===== config.mk =====
export PLATFORM = sky130hd
export DESIGN_NAME = ccr_branch_unit_flat
export DESIGN_NICKNAME = d
export VERILOG_FILES = /design/src/rtl/ccr_branch_unit_if.sv /design/src/rtl/ccr_branch_unit.sv /design/src/flat_wrapper.sv
export SDC_FILE = /design/constraint.sdc
export NUM_CORES = 1
export LEC_CHECK = 0
export ABC_AREA = 1
export BUFFER_PORTS_ARGS = -buffer_cell sky130_fd_sc_hd__buf_2
export CAP_MARGIN = 20
export CORE_MARGIN = 1.5
export CORE_UTILIZATION = 39
export CTS_CLUSTER_SIZE = 30
export DETAILED_ROUTE_END_ITERATION = 6
export PLACE_DENSITY = 0.8
export SLEW_MARGIN = 5
export SYNTH_ARGS = -nofsm -noshare
export SYNTH_HDL_FRONTEND = slang
export SYNTH_SLANG_ARGS = --single-unit

===== constraint.sdc =====
create_clock -name clk -period 1.4 [get_ports clk]
set_input_delay 0.28 -clock clk [delete_from_list [all_inputs] [get_ports clk]]
set_output_delay 0.28 -clock clk [all_outputs]
set_load 0.05 [all_outputs]

===== src/rtl/ccr_branch_unit_if.sv =====
// Bus between the execute stage and the CCR/branch unit.
// The master drives flags and branch requests; the slave returns CCR and fetch-redirect controls.
interface ccr_branch_unit_if;
  logic [2:0]  alu_flag;
  logic        flag_we;
  logic        setc;
  logic        clrc;
  logic        br_valid;
  logic [1:0]  br_type;
  logic [15:0] br_target;
  logic        int_save;
  logic        rti_restore;
  logic [2:0]  ccr;
  logic        pc_load;
  logic [15:0] pc_target;
  logic        flush;

  modport master (
    output alu_flag, flag_we, setc, clrc, br_valid, br_type, br_target,
           int_save, rti_restore,
    input  ccr, pc_load, pc_target, flush
  );

  modport slave (
    input  alu_flag, flag_we, setc, clrc, br_valid, br_type, br_target,
           int_save, rti_restore,
    output ccr, pc_load, pc_target, flush
  );
endinterface


===== src/rtl/ccr_branch_unit.sv =====
// Condition code register with interrupt shadow, plus a three-state branch
// sequencer that issues a one-cycle PC load followed by a two-cycle flush.
module ccr_branch_unit (
  input  logic               clk,
  input  logic               rst,
  ccr_branch_unit_if.slave   bus
);

  localparam logic [1:0] ST_IDLE  = 2'b00;
  localparam logic [1:0] ST_LOAD  = 2'b01;
  localparam logic [1:0] ST_FLUSH = 2'b10;

  localparam logic [1:0] BR_JMP = 2'b00;
  localparam logic [1:0] BR_JZ  = 2'b01;
  localparam logic [1:0] BR_JN  = 2'b10;
  localparam logic [1:0] BR_JC  = 2'b11;

  logic [1:0]  state_q,     state_d;
  logic [2:0]  ccr_q,       ccr_d;
  logic [2:0]  shadow_q,    shadow_d;
  logic [15:0] pc_target_q, pc_target_d;
  logic        pc_load_q,   pc_load_d;
  logic        flush_q,     flush_d;

  logic        cond_s;
  logic        taken_s;
  logic        clr_z_s;
  logic        clr_c_s;
  logic        clr_n_s;

  // Condition is evaluated on the registered CCR only, never on a same-cycle flag write.
  always_comb begin
    cond_s = 1'b0;
    case (bus.br_type)
      BR_JMP:  cond_s = 1'b1;
      BR_JZ:   cond_s = ccr_q[0];
      BR_JN:   cond_s = ccr_q[2];
      BR_JC:   cond_s = ccr_q[1];
      default: cond_s = 1'b0;
    endcase
  end

  assign taken_s = bus.br_valid & (state_q == ST_IDLE) & cond_s;
  assign clr_z_s = taken_s & (bus.br_type == BR_JZ);
  assign clr_c_s = taken_s & (bus.br_type == BR_JC);
  assign clr_n_s = taken_s & (bus.br_type == BR_JN);

  always_comb begin
    state_d = state_q;
    case (state_q)
      ST_IDLE: begin
        if (taken_s) begin
          state_d = ST_LOAD;
        end else begin
          state_d = ST_IDLE;
        end
      end
      ST_LOAD:  state_d = ST_FLUSH;
      ST_FLUSH: state_d = ST_IDLE;
      default:  state_d = ST_IDLE;
    endcase
  end

  assign pc_load_d = (state_d == ST_LOAD);
  assign flush_d   = (state_d == ST_LOAD) | (state_d == ST_FLUSH);

  always_comb begin
    pc_target_d = pc_target_q;
    if (taken_s) begin
      pc_target_d = bus.br_target;
    end else begin
      pc_target_d = pc_target_q;
    end
  end

  // Per-bit priority: restore, then flag write, then set/clear C, then branch clear.
  always_comb begin
    ccr_d = ccr_q;
    if (bus.rti_restore) begin
      ccr_d = shadow_q;
    end else if (bus.flag_we) begin
      ccr_d = bus.alu_flag;
    end else begin
      ccr_d[0] = clr_z_s ? 1'b0 : ccr_q[0];
      ccr_d[2] = clr_n_s ? 1'b0 : ccr_q[2];
      if (bus.setc & ~bus.clrc) begin
        ccr_d[1] = 1'b1;
      end else if (bus.clrc & ~bus.setc) begin
        ccr_d[1] = 1'b0;
      end else if (bus.setc & bus.clrc) begin
        ccr_d[1] = ccr_q[1];
      end else begin
        ccr_d[1] = clr_c_s ? 1'b0 : ccr_q[1];
      end
    end
  end

  // Shadow samples the pre-edge CCR, so save+restore together swaps the two.
  always_comb begin
    shadow_d = shadow_q;
    if (bus.int_save) begin
      shadow_d = ccr_q;
    end else begin
      shadow_d = shadow_q;
    end
  end

  always_ff @(posedge clk) begin
    if (rst) begin
      state_q     <= ST_IDLE;
      ccr_q       <= 3'b000;
      shadow_q    <= 3'b000;
      pc_target_q <= 16'h0000;
      pc_load_q   <= 1'b0;
      flush_q     <= 1'b0;
    end else begin
      state_q     <= state_d;
      ccr_q       <= ccr_d;
      shadow_q    <= shadow_d;
      pc_target_q <= pc_target_d;
      pc_load_q   <= pc_load_d;
      flush_q     <= flush_d;
    end
  end

  assign bus.ccr       = ccr_q;
  assign bus.pc_load   = pc_load_q;
  assign bus.pc_target = pc_target_q;
  assign bus.flush     = flush_q;

endmodule


===== src/flat_wrapper.sv =====
// flat-port wrapper written by rule: the top's interface ports become plain ports
module ccr_branch_unit_flat 
  (clk, rst, bus_alu_flag, bus_flag_we, bus_setc, bus_clrc, bus_br_valid, bus_br_type, bus_br_target, bus_int_save, bus_rti_restore, bus_ccr, bus_pc_load, bus_pc_target, bus_flush);
  ccr_branch_unit_if bus_i ();
  input  logic clk;
  input  logic rst;
  input wire logic [$bits(bus_i.alu_flag)-1:0] bus_alu_flag;
  input wire logic [$bits(bus_i.flag_we)-1:0] bus_flag_we;
  input wire logic [$bits(bus_i.setc)-1:0] bus_setc;
  input wire logic [$bits(bus_i.clrc)-1:0] bus_clrc;
  input wire logic [$bits(bus_i.br_valid)-1:0] bus_br_valid;
  input wire logic [$bits(bus_i.br_type)-1:0] bus_br_type;
  input wire logic [$bits(bus_i.br_target)-1:0] bus_br_target;
  input wire logic [$bits(bus_i.int_save)-1:0] bus_int_save;
  input wire logic [$bits(bus_i.rti_restore)-1:0] bus_rti_restore;
  output wire logic [$bits(bus_i.ccr)-1:0] bus_ccr;
  output wire logic [$bits(bus_i.pc_load)-1:0] bus_pc_load;
  output wire logic [$bits(bus_i.pc_target)-1:0] bus_pc_target;
  output wire logic [$bits(bus_i.flush)-1:0] bus_flush;
  assign bus_i.alu_flag = bus_alu_flag;
  assign bus_i.flag_we = bus_flag_we;
  assign bus_i.setc = bus_setc;
  assign bus_i.clrc = bus_clrc;
  assign bus_i.br_valid = bus_br_valid;
  assign bus_i.br_type = bus_br_type;
  assign bus_i.br_target = bus_br_target;
  assign bus_i.int_save = bus_int_save;
  assign bus_i.rti_restore = bus_rti_restore;
  assign bus_ccr = bus_i.ccr;
  assign bus_pc_load = bus_i.pc_load;
  assign bus_pc_target = bus_i.pc_target;
  assign bus_flush = bus_i.flush;
  ccr_branch_unit u_core (.clk(clk), .rst(rst), .bus(bus_i));
endmodule

---- Word level (Yosys, flattened, before mapping) ----
Cells that the tools add are included.
word-level totals
  register bits ........................... 26
  input port bits ......................... 29
cells by class
  equality and inequality tests ........... 7
  muxes and demuxes ....................... 11
  bitwise logic cells ..................... 11
  reduce and logical (&&, ||, !) cells .... 6
operators by type and width
  kind                  number
  $and A1 B1 Y1         8
  $mux W1               7
  $eq A2 B1 Y1 const B  3
  $eq A2 B2 Y1 const B  3
  $mux W3               2
  $reduce_bool A3 Y1    2
  $ne A5 B3 Y1 const B  1
  $reduce_bool A5 Y1    1
  $logic_not A2 Y1      2
  $pmux W1 S4           1
  $pmux W2 S2           1
  $not A1 Y1            2
  $reduce_and A2 Y1     1
  $or A1 B1 Y1          1

---- Logic depth before layout (Yosys ltp) ----
Gate-level depths: netlist of run 1.
  depth after elaboration ................. 10
  depth in mapped cells ................... 10

---- Worst setup path before layout of run 1 ----
OpenSTA, ideal clock, no wires.
  path kind ............................... reg2reg
  start point ............................. reg u_core.ccr_q[0], in the netlist u_core.bus.ccr[0]
  end point ............................... reg u_core.flush_q, in the netlist u_core.bus.flush
  arrival ................................. 1.545 ns
  data required time ...................... 1.336 ns
  slack ................................... -0.209 ns
  stages on the path, launching flop included .. 10
  buffers on the path ..................... 1
  cells stage by stage .................... dfxtp_1 > inv_1 > nand2_1 > nand2_2 > nand3_4 > nand2_4 > inv_6 > buf_12 > ha_1 > nor2_1
between the ends
  longest elaborated chain between the ends .. 6
  elaborated cells between the ends (all ways) .. 7
ends and longest elaborated chain
  item                                          line                    text
  start: declaration                            ccr_branch_unit.sv:19   logic [2:0] ccr_q, ccr_d;
  start signal: assignment                      ccr_branch_unit.sv:118  ccr_q <= ccr_d;
  $pmux W1 S4 *                                 ccr_branch_unit.sv:34   case (bus.br_type)
  $and A1 B1 Y1 *                               ccr_branch_unit.sv:43   assign taken_s = bus.br_valid & (state_q == ST_IDLE) & cond_s;
  $mux W1 *                                     ccr_branch_unit.sv:52   if (taken_s) begin
  $pmux W2 S2 *                                 ccr_branch_unit.sv:50   case (state_q)
  named net u_core.state_d[0]                   ccr_branch_unit.sv:18   logic [1:0] state_q, state_d;
  $eq A2 B1 Y1 or $eq A2 B2 Y1 (tied branches)  ccr_branch_unit.sv:65   assign flush_d = (state_d == ST_LOAD) | (state_d == ST_FLUSH);
  $or A1 B1 Y1 *                                ccr_branch_unit.sv:65
  end signal: assignment                        ccr_branch_unit.sv:122  flush_q <= flush_d;
  end: declaration                              ccr_branch_unit.sv:23   logic flush_q, flush_d;
The timed path passes the listed nets; every way through them passes the cells marked *.
A chain may end at the register's enable or synchronous reset.

---- Worst setup path after layout of run 1 ----
  start point ............................. reg u_core.ccr_q[0], in the netlist u_core.bus.ccr[0]
  end point ............................... reg u_core.flush_q, in the netlist u_core.bus.flush
between the ends
  longest elaborated chain between the ends .. 6
  elaborated cells between the ends (all ways) .. 7
ends and longest elaborated chain
  item                                          line
  $pmux W1 S4 *                                 ccr_branch_unit.sv:34
  $and A1 B1 Y1 *                               ccr_branch_unit.sv:43
  $mux W1 *                                     ccr_branch_unit.sv:52
  $pmux W2 S2 *                                 ccr_branch_unit.sv:50
  $eq A2 B1 Y1 or $eq A2 B2 Y1 (tied branches)  ccr_branch_unit.sv:65
  $or A1 B1 Y1 *                                ccr_branch_unit.sv:65
Every way passes the cells marked *; elsewhere a longest branch is shown, timed or not.

==> flow_metrics.tcl, run 1 <==
set metrics [dict create \
    run_status "complete, no violations" \
    min-delay-path-class "in -> reg" \
    insertion_delay_ns 0.33 \
    grt_pass1_wl_mm 4.04 \
    gp_congestion 0.787 \
    r2r-start "u_core.bus.ccr[0]$_SDFFE_PP0P_" \
    setup_slack_ns 0.125 \
    hold_viol_final 0 \
    finalSetupViolations 0 \
    timing.hold.ws_ns 0.160 \
    dp_slack_ns 0.108 \
    min_to "u_core.shadow_q[0]$_SDFFE_PP0P_" \
    slew_headroom_pct 82.9 \
    cts_made_buffers 3 \
    crit_slowest_cell "dfxtp_4" \
    avgRoutedWirePerCell_um 10.5 \
    grt_max_degree 16 \
    critPathArrivalTime_ns 1.56 \
    startpoint "u_core.bus.ccr[0]$_SDFFE_PP0P_" \
    drcViolationCount 0 \
    dpl.hpwl_mm 1.86 \
    clkTransAtPathRegs_ns 0.14 \
    synth.distinct_cells 24 \
    start_kind "register" \
    grt_pass1_vias 992 \
    cpLargestDelayFamily "simple AND/OR/NAND/NOR gates" \
    syn-num-nets 170 \
    cp_cell_sequence "inv_1, nand2_1, nand2_2, nand3_4, nand2_4, inv_6, ha_1, nor2_1" \
    cap_violations 0 \
    power_density_mw_per_mm2 1160 \
    dieHeight_um 56.7 \
    grtUsageTotal_pct 15.9 \
    dr_total_vias 1036 \
    grt-ovfl-total 0 \
    ys_seq_elements 26 \
    drive_gt1_share_pct 40.6 \
    dieArea_mm2 0.00322 \
    worstMarginPinSlew_ns 0.258 \
    syn_inst 138 \
    start_util_pct 40.8 \
    total_power_mw 1.70 \
    end_kind "register" \
    dr.pass1.iters 4 \
    syn_to_final_growth_pct 30.1 \
    dpl.cell_count 219 \
    cp_max_fo 13 \
    r2r-end "u_core.bus.flush$_SDFF_PP0_" \
    post_cts_buffers 0 \
    setup_tns_ns 0 \
    ir_worst_vdd_uv 1020 \
    fmax_ghz 0.784 \
    period_share_pct 91.1 \
    rsz0062_at_grt "no" \
    crit_buf_inv 2 \
    clock_tree.htree_level_count 1 \
    syn_area_per_cell_um2 8.16 \
    r2r_cells 8 \
    wl_mm 2.34 \
    holdCritStartpoint "bus_int_save" \
    worstPathRequired_ns 1.69 \
    ys.warnings.count 0 \
    antenna_cells 0 \
    die_x_um 56.7 \
    cts.hold.buffers_added 0 \
    synth_seq_area_share_pct 46.2 \
    rrSetupSlack_ns 0.12 \
    netlist_area_mm2 0.00113 \
    fin_nets 225 \
    leakage_nw 0.742 \
    io_pins 50 \
    cts_sinks 26 \
    clockBufferDepth 2 \
    skew_ns 0.00497 \
    first_iter_violations 38 \
    num_rows 19 \
    worstSetupPathType "reg -> reg" \
    hold_depth 2 \
    io_buffers 49 \
    post_cts_resized 0 \
    instances_no_fill 223 \
    ant_nets 0 \
    cts_tree "built" \
    drv_slew 0 \
    vias_per_cell 4.65 \
    coreArea_mm2 0.00276 \
    min_period_ns 1.28 \
    slowest_delay_ns 0.37 \
    antenna_found_initial 0 \
    cts_root_buffer "clkbuf_4" \
]
==> sequential cells by signal (all words and copies together) (netlist names) <==
register / flops
u_core.bus.pc_target: 16
u_core.bus.ccr: 3
u_core.shadow_q: 3
u_core.state_q: 2
u_core.bus.flush: 1
u_core.bus.pc_load: 1
==> logic make-up after synthesis <==
group	count (synthesis)	synth area share (%)
DFF	26	46.2
buffers and inverters	18	8.56
AOI/OAI and AO/OA	26	12.0
adders and majority gates	3	3.33
muxes	1	0.889
and+or+nand+nor	64	29.0
==> how the worst max path moves through the flow <==
stage                                              to  cells past startpoint  slack, ns
after floorplan           u_core.bus.flush$_SDFF_PP0_                      9       0.03
after global placement    u_core.bus.flush$_SDFF_PP0_                      8       0.13
after detailed placement  u_core.bus.flush$_SDFF_PP0_                      8       0.11
after CTS                 u_core.bus.flush$_SDFF_PP0_                      8       0.11
after global routing      u_core.bus.flush$_SDFF_PP0_                      8       0.04
final                     u_core.bus.flush$_SDFF_PP0_                      8       0.12
==> metrics by stage <==
stage | utilization [%] | area, µm²
final | 53.1 | 1470
after global routing | 53.1 | 1470
after CTS | 53.1 | 1470
after detailed placement | 51.4 | 1420
after global placement | 51.4 | 1420
after floorplan | - | 1130
==> area by class of cell <==
type | count | area, µm²
Fill cell | 289 | 1290
Sequential cell | 26 | 529
Multi-Input combinational cell | 94 | 509
Timing Repair Buffer | 54 | 283
Inverter | 14 | 57.6
Clock buffer | 4 | 47.5
Tap cell | 31 | 38.8
==> worst reg2reg max path: stages, from the launching register on <==
cell     delay (ns)
dfxtp_4        0.37
inv_1          0.07
nand2_1        0.06
nand2_2        0.07
nand3_4        0.09
nand2_4        0.13
inv_6          0.08
ha_1           0.29
nor2_1         0.07
==> cells in the final DEF, fill, tap and decap left out, drive strengths merged <==
cell type and instances:
a21oi 4, dfxtp 26, buf 54, or2 1, mux2i 1, nor2 42, nand2 9, nand3 9
nand4 2, a21boi 2, nor3b 1, o21ai 20, ha 3, clkbuf 4, inv 14
==> power breakdown <==
part | internal (mW) | switching, mW | leakage (nW)
Combinational | 0.133 | 0.287 | 0.501
Sequential | 0.792 | 0.0313 | 0.215
Clock | 0.219 | 0.235 | 0.0261
Total | 1.14 | 0.553 | 0.742
==> Yosys cell counts, drive strengths merged <==
cell    instances  share of area [%]
o21ai          20                8.9
nand2           9                4.1
nand3           9                5.6
a21boi          2                1.3
mux2i           1               0.89
buf             3                3.1
ha              3                3.3
nor2           42                 16
clkbuf          1               0.33
nor3b           1                1.7
dfxtp          26                 46
or2             1               0.56
a21oi           4                1.8
nand4           2                1.1
inv            14                5.1
==> routing by layer <==
| metal | global-route usage, % | vias up | routed length [µm] | share of wire (%) |
|---|---|---|---|---|
| li1 | - | 549 | - | - |
| met5 | 0 | - | 0 | 0 |
| met2 | 27.9 | 33 | 1110 | 47 |
| met1 | 16.9 | 449 | 987 | 42 |
| met3 | 7.37 | 5 | 216 | 9.2 |
| met4 | 4.98 | 0 | 29 | 1.2 |
(Power assumes the default switching activity.)
==> run 2, diff against run 1 <==
BUFFER_PORTS_ARGS = not set   (was -buffer_cell sky130_fd_sc_hd__buf_2)
CTS_CLUSTER_SIZE = 24   (was 30)
DONT_BUFFER_PORTS = 1   (was not set)
PLACE_DENSITY = 0.65   (was 0.8)
==> run 2 against run 1 <==
Effect of this change: die area did not move; power down 5.1%; global-route usage down 1.9 points; critical path depth fell by 8; clock skew is 0.0026 ns higher; worst setup slack got worse by 0.021 ns; flip-flop and latch count stayed put; core utilization shrank 8.2 points; routed wire length decreased by 3.5%; hold slack got worse by 0.12 ns; clock power fell by 3%; highest routed layer unchanged.
==> flow_metrics.tcl, run 2 (synthesis results as in run 1) <==
set metrics [dict create \
    grt_pass1_wl_mm 3.53 \
    start_kind "register" \
    layout_common_cells "nor2_1, dfxtp_1, o21ai_0, inv_1, nor2_2" \
    dr.pass1.iters 4 \
    drcViolationCount 0 \
    finalSetupViolations 0 \
    io_pins 50 \
    dpl.cell_count 169 \
    antenna_cells 0 \
    worstPathRequired_ns 1.12 \
    clockBufferDepth 2 \
    p_sw_mw 0.518 \
    p_clk_share_pct 27.4 \
    rsz0062_at_grt "no" \
    insertion_delay_ns 0.32 \
    power_density_mw_per_mm2 1300 \
    avgRoutedWirePerCell_um 12.8 \
    coreArea_mm2 0.00276 \
    wl_mm 2.26 \
    dpl.hpwl_mm 1.77 \
    cts_made_buffers 3 \
    vias_per_cell 5.19 \
    dp_slack_ns 0.0785 \
    layout_commonest_cell "nor2_1" \
    skew_ns 0.00759 \
    grt_pass1_vias 847 \
    min_period_ns 1.30 \
    grt_max_degree 21 \
    clkTransAtPathRegs_ns 0.14 \
    cts_sinks 26 \
    slew_headroom_pct 63.7 \
    p_sw_share_pct 32.2 \
    timing.hold.ws_ns 0.0374 \
    dieHeight_um 56.7 \
    dieArea_mm2 0.00322 \
    cts_tree "built" \
    num_rows 19 \
    hold_viol_final 0 \
    cp_max_fo 2 \
    die_x_um 56.7 \
    syn_to_final_growth_pct 10.1 \
    cap_violations 0 \
    run_status "complete, no violations" \
    drv_slew 0 \
    instances_no_fill 176 \
    min-delay-path-class "in -> reg" \
    grt-ovfl-total 0 \
    leakage_nw 0.532 \
    ir_worst_vdd_uv 1230 \
    critPathArrivalTime_ns 1.02 \
    fin_nets 178 \
    worstMarginPinSlew_ns 0.544 \
    p_int_mw 1.09 \
    antenna_found_initial 0 \
    ant_nets 0 \
    io_buffers 0 \
    start_util_pct 40.8 \
    cts_root_buffer "clkbuf_4" \
    setup_slack_ns 0.104 \
    gp_congestion 0.728 \
    total_power_mw 1.61 \
    setup_tns_ns 0 \
    fmax_ghz 0.771 \
    p_seq_share_pct 59.8 \
    worstSetupPathType "reg -> out" \
    period_share_pct 92.6 \
    largest_register_ffs 16 \
    grtUsageTotal_pct 14.0 \
    drive_gt1_share_pct 20.0 \
    rrSetupSlack_ns 0.12 \
    combPwrFrac_pct 12.8 \
    dr_total_vias 913 \
    end_kind "output pin" \
    clock_tree.htree_level_count 1 \
    first_iter_violations 26 \
]
[run 2: changes by cell type in the layout (fill, tap and decap cells not counted)]
cell	change
buf_2	-49
dlygate4sd3_1	+2
[run 2: final cells by class]
type	instances	area, µm²
Sequential cell	26	529
Timing Repair Buffer	7	57.6
Clock buffer	4	47.5
Multi-Input combinational cell	94	509
Tap cell	31	38.8
Fill cell	298	1520
Inverter	14	57.6
[run 2: what timing repair did]
action / in CTS / in global routing
endpoints found under the setup margin: 0 / 2
endpoints found under the hold margin: 5 / 1
gates resized for setup: 0 / 0
setup buffers: 0 / 1
hold buffers: 1 / 1
[run 2: power by group through the flow]
stage	sequential [mW]	clock [mW]	combinational, mW
finish	0.962	0.441	0.206
global route	0.968	0.490	0.231
CTS	0.963	0.453	0.203
detailed placement	0.980	0	0.199
global placement	0.979	0	0.190
floorplan	0.992	0	0.154
[run 2: final timing paths]
| check | from | to | cells past startpoint |
|---|---|---|---|
| worst max-delay path | u_core.bus.pc_target[1]$_SDFFE_PP0P_ | bus_pc_target[1] | 0 |
| worst max register to register | u_core.bus.ccr[0]$_SDFFE_PP0P_ | u_core.bus.flush$_SDFF_PP0_ | 8 |
| worst min-delay path | bus_int_save | u_core.shadow_q[0]$_SDFFE_PP0P_ | 1 |
| worst min register to register | u_core.state_q[0]$_SDFF_PP0_ | u_core.state_q[1]$_SDFF_PP0_ | 2 |
[run 2: layer usage]
metal | track usage (%) | wire length [µm] | vias to the layer above
li1 | - | - | 461
met1 | 14.4 | 861 | 409
met2 | 25.6 | 1170 | 41
met3 | 6.91 | 213 | 2
met4 | 2.99 | 12 | 0
met5 | 0 | 0 | -
[run 2: per-stage QoR]
| stage | util (%) | area [µm²] |
|---|---|---|
| 3_3_place_gp | 42.2 | 1160 |
| 5_1_grt | 45.0 | 1240 |
| 6_report | 45.0 | 1240 |
| 4_1_cts | 44.3 | 1220 |
| 3_5_place_dp | 42.2 | 1160 |
| 2_1_floorplan | - | 1130 |
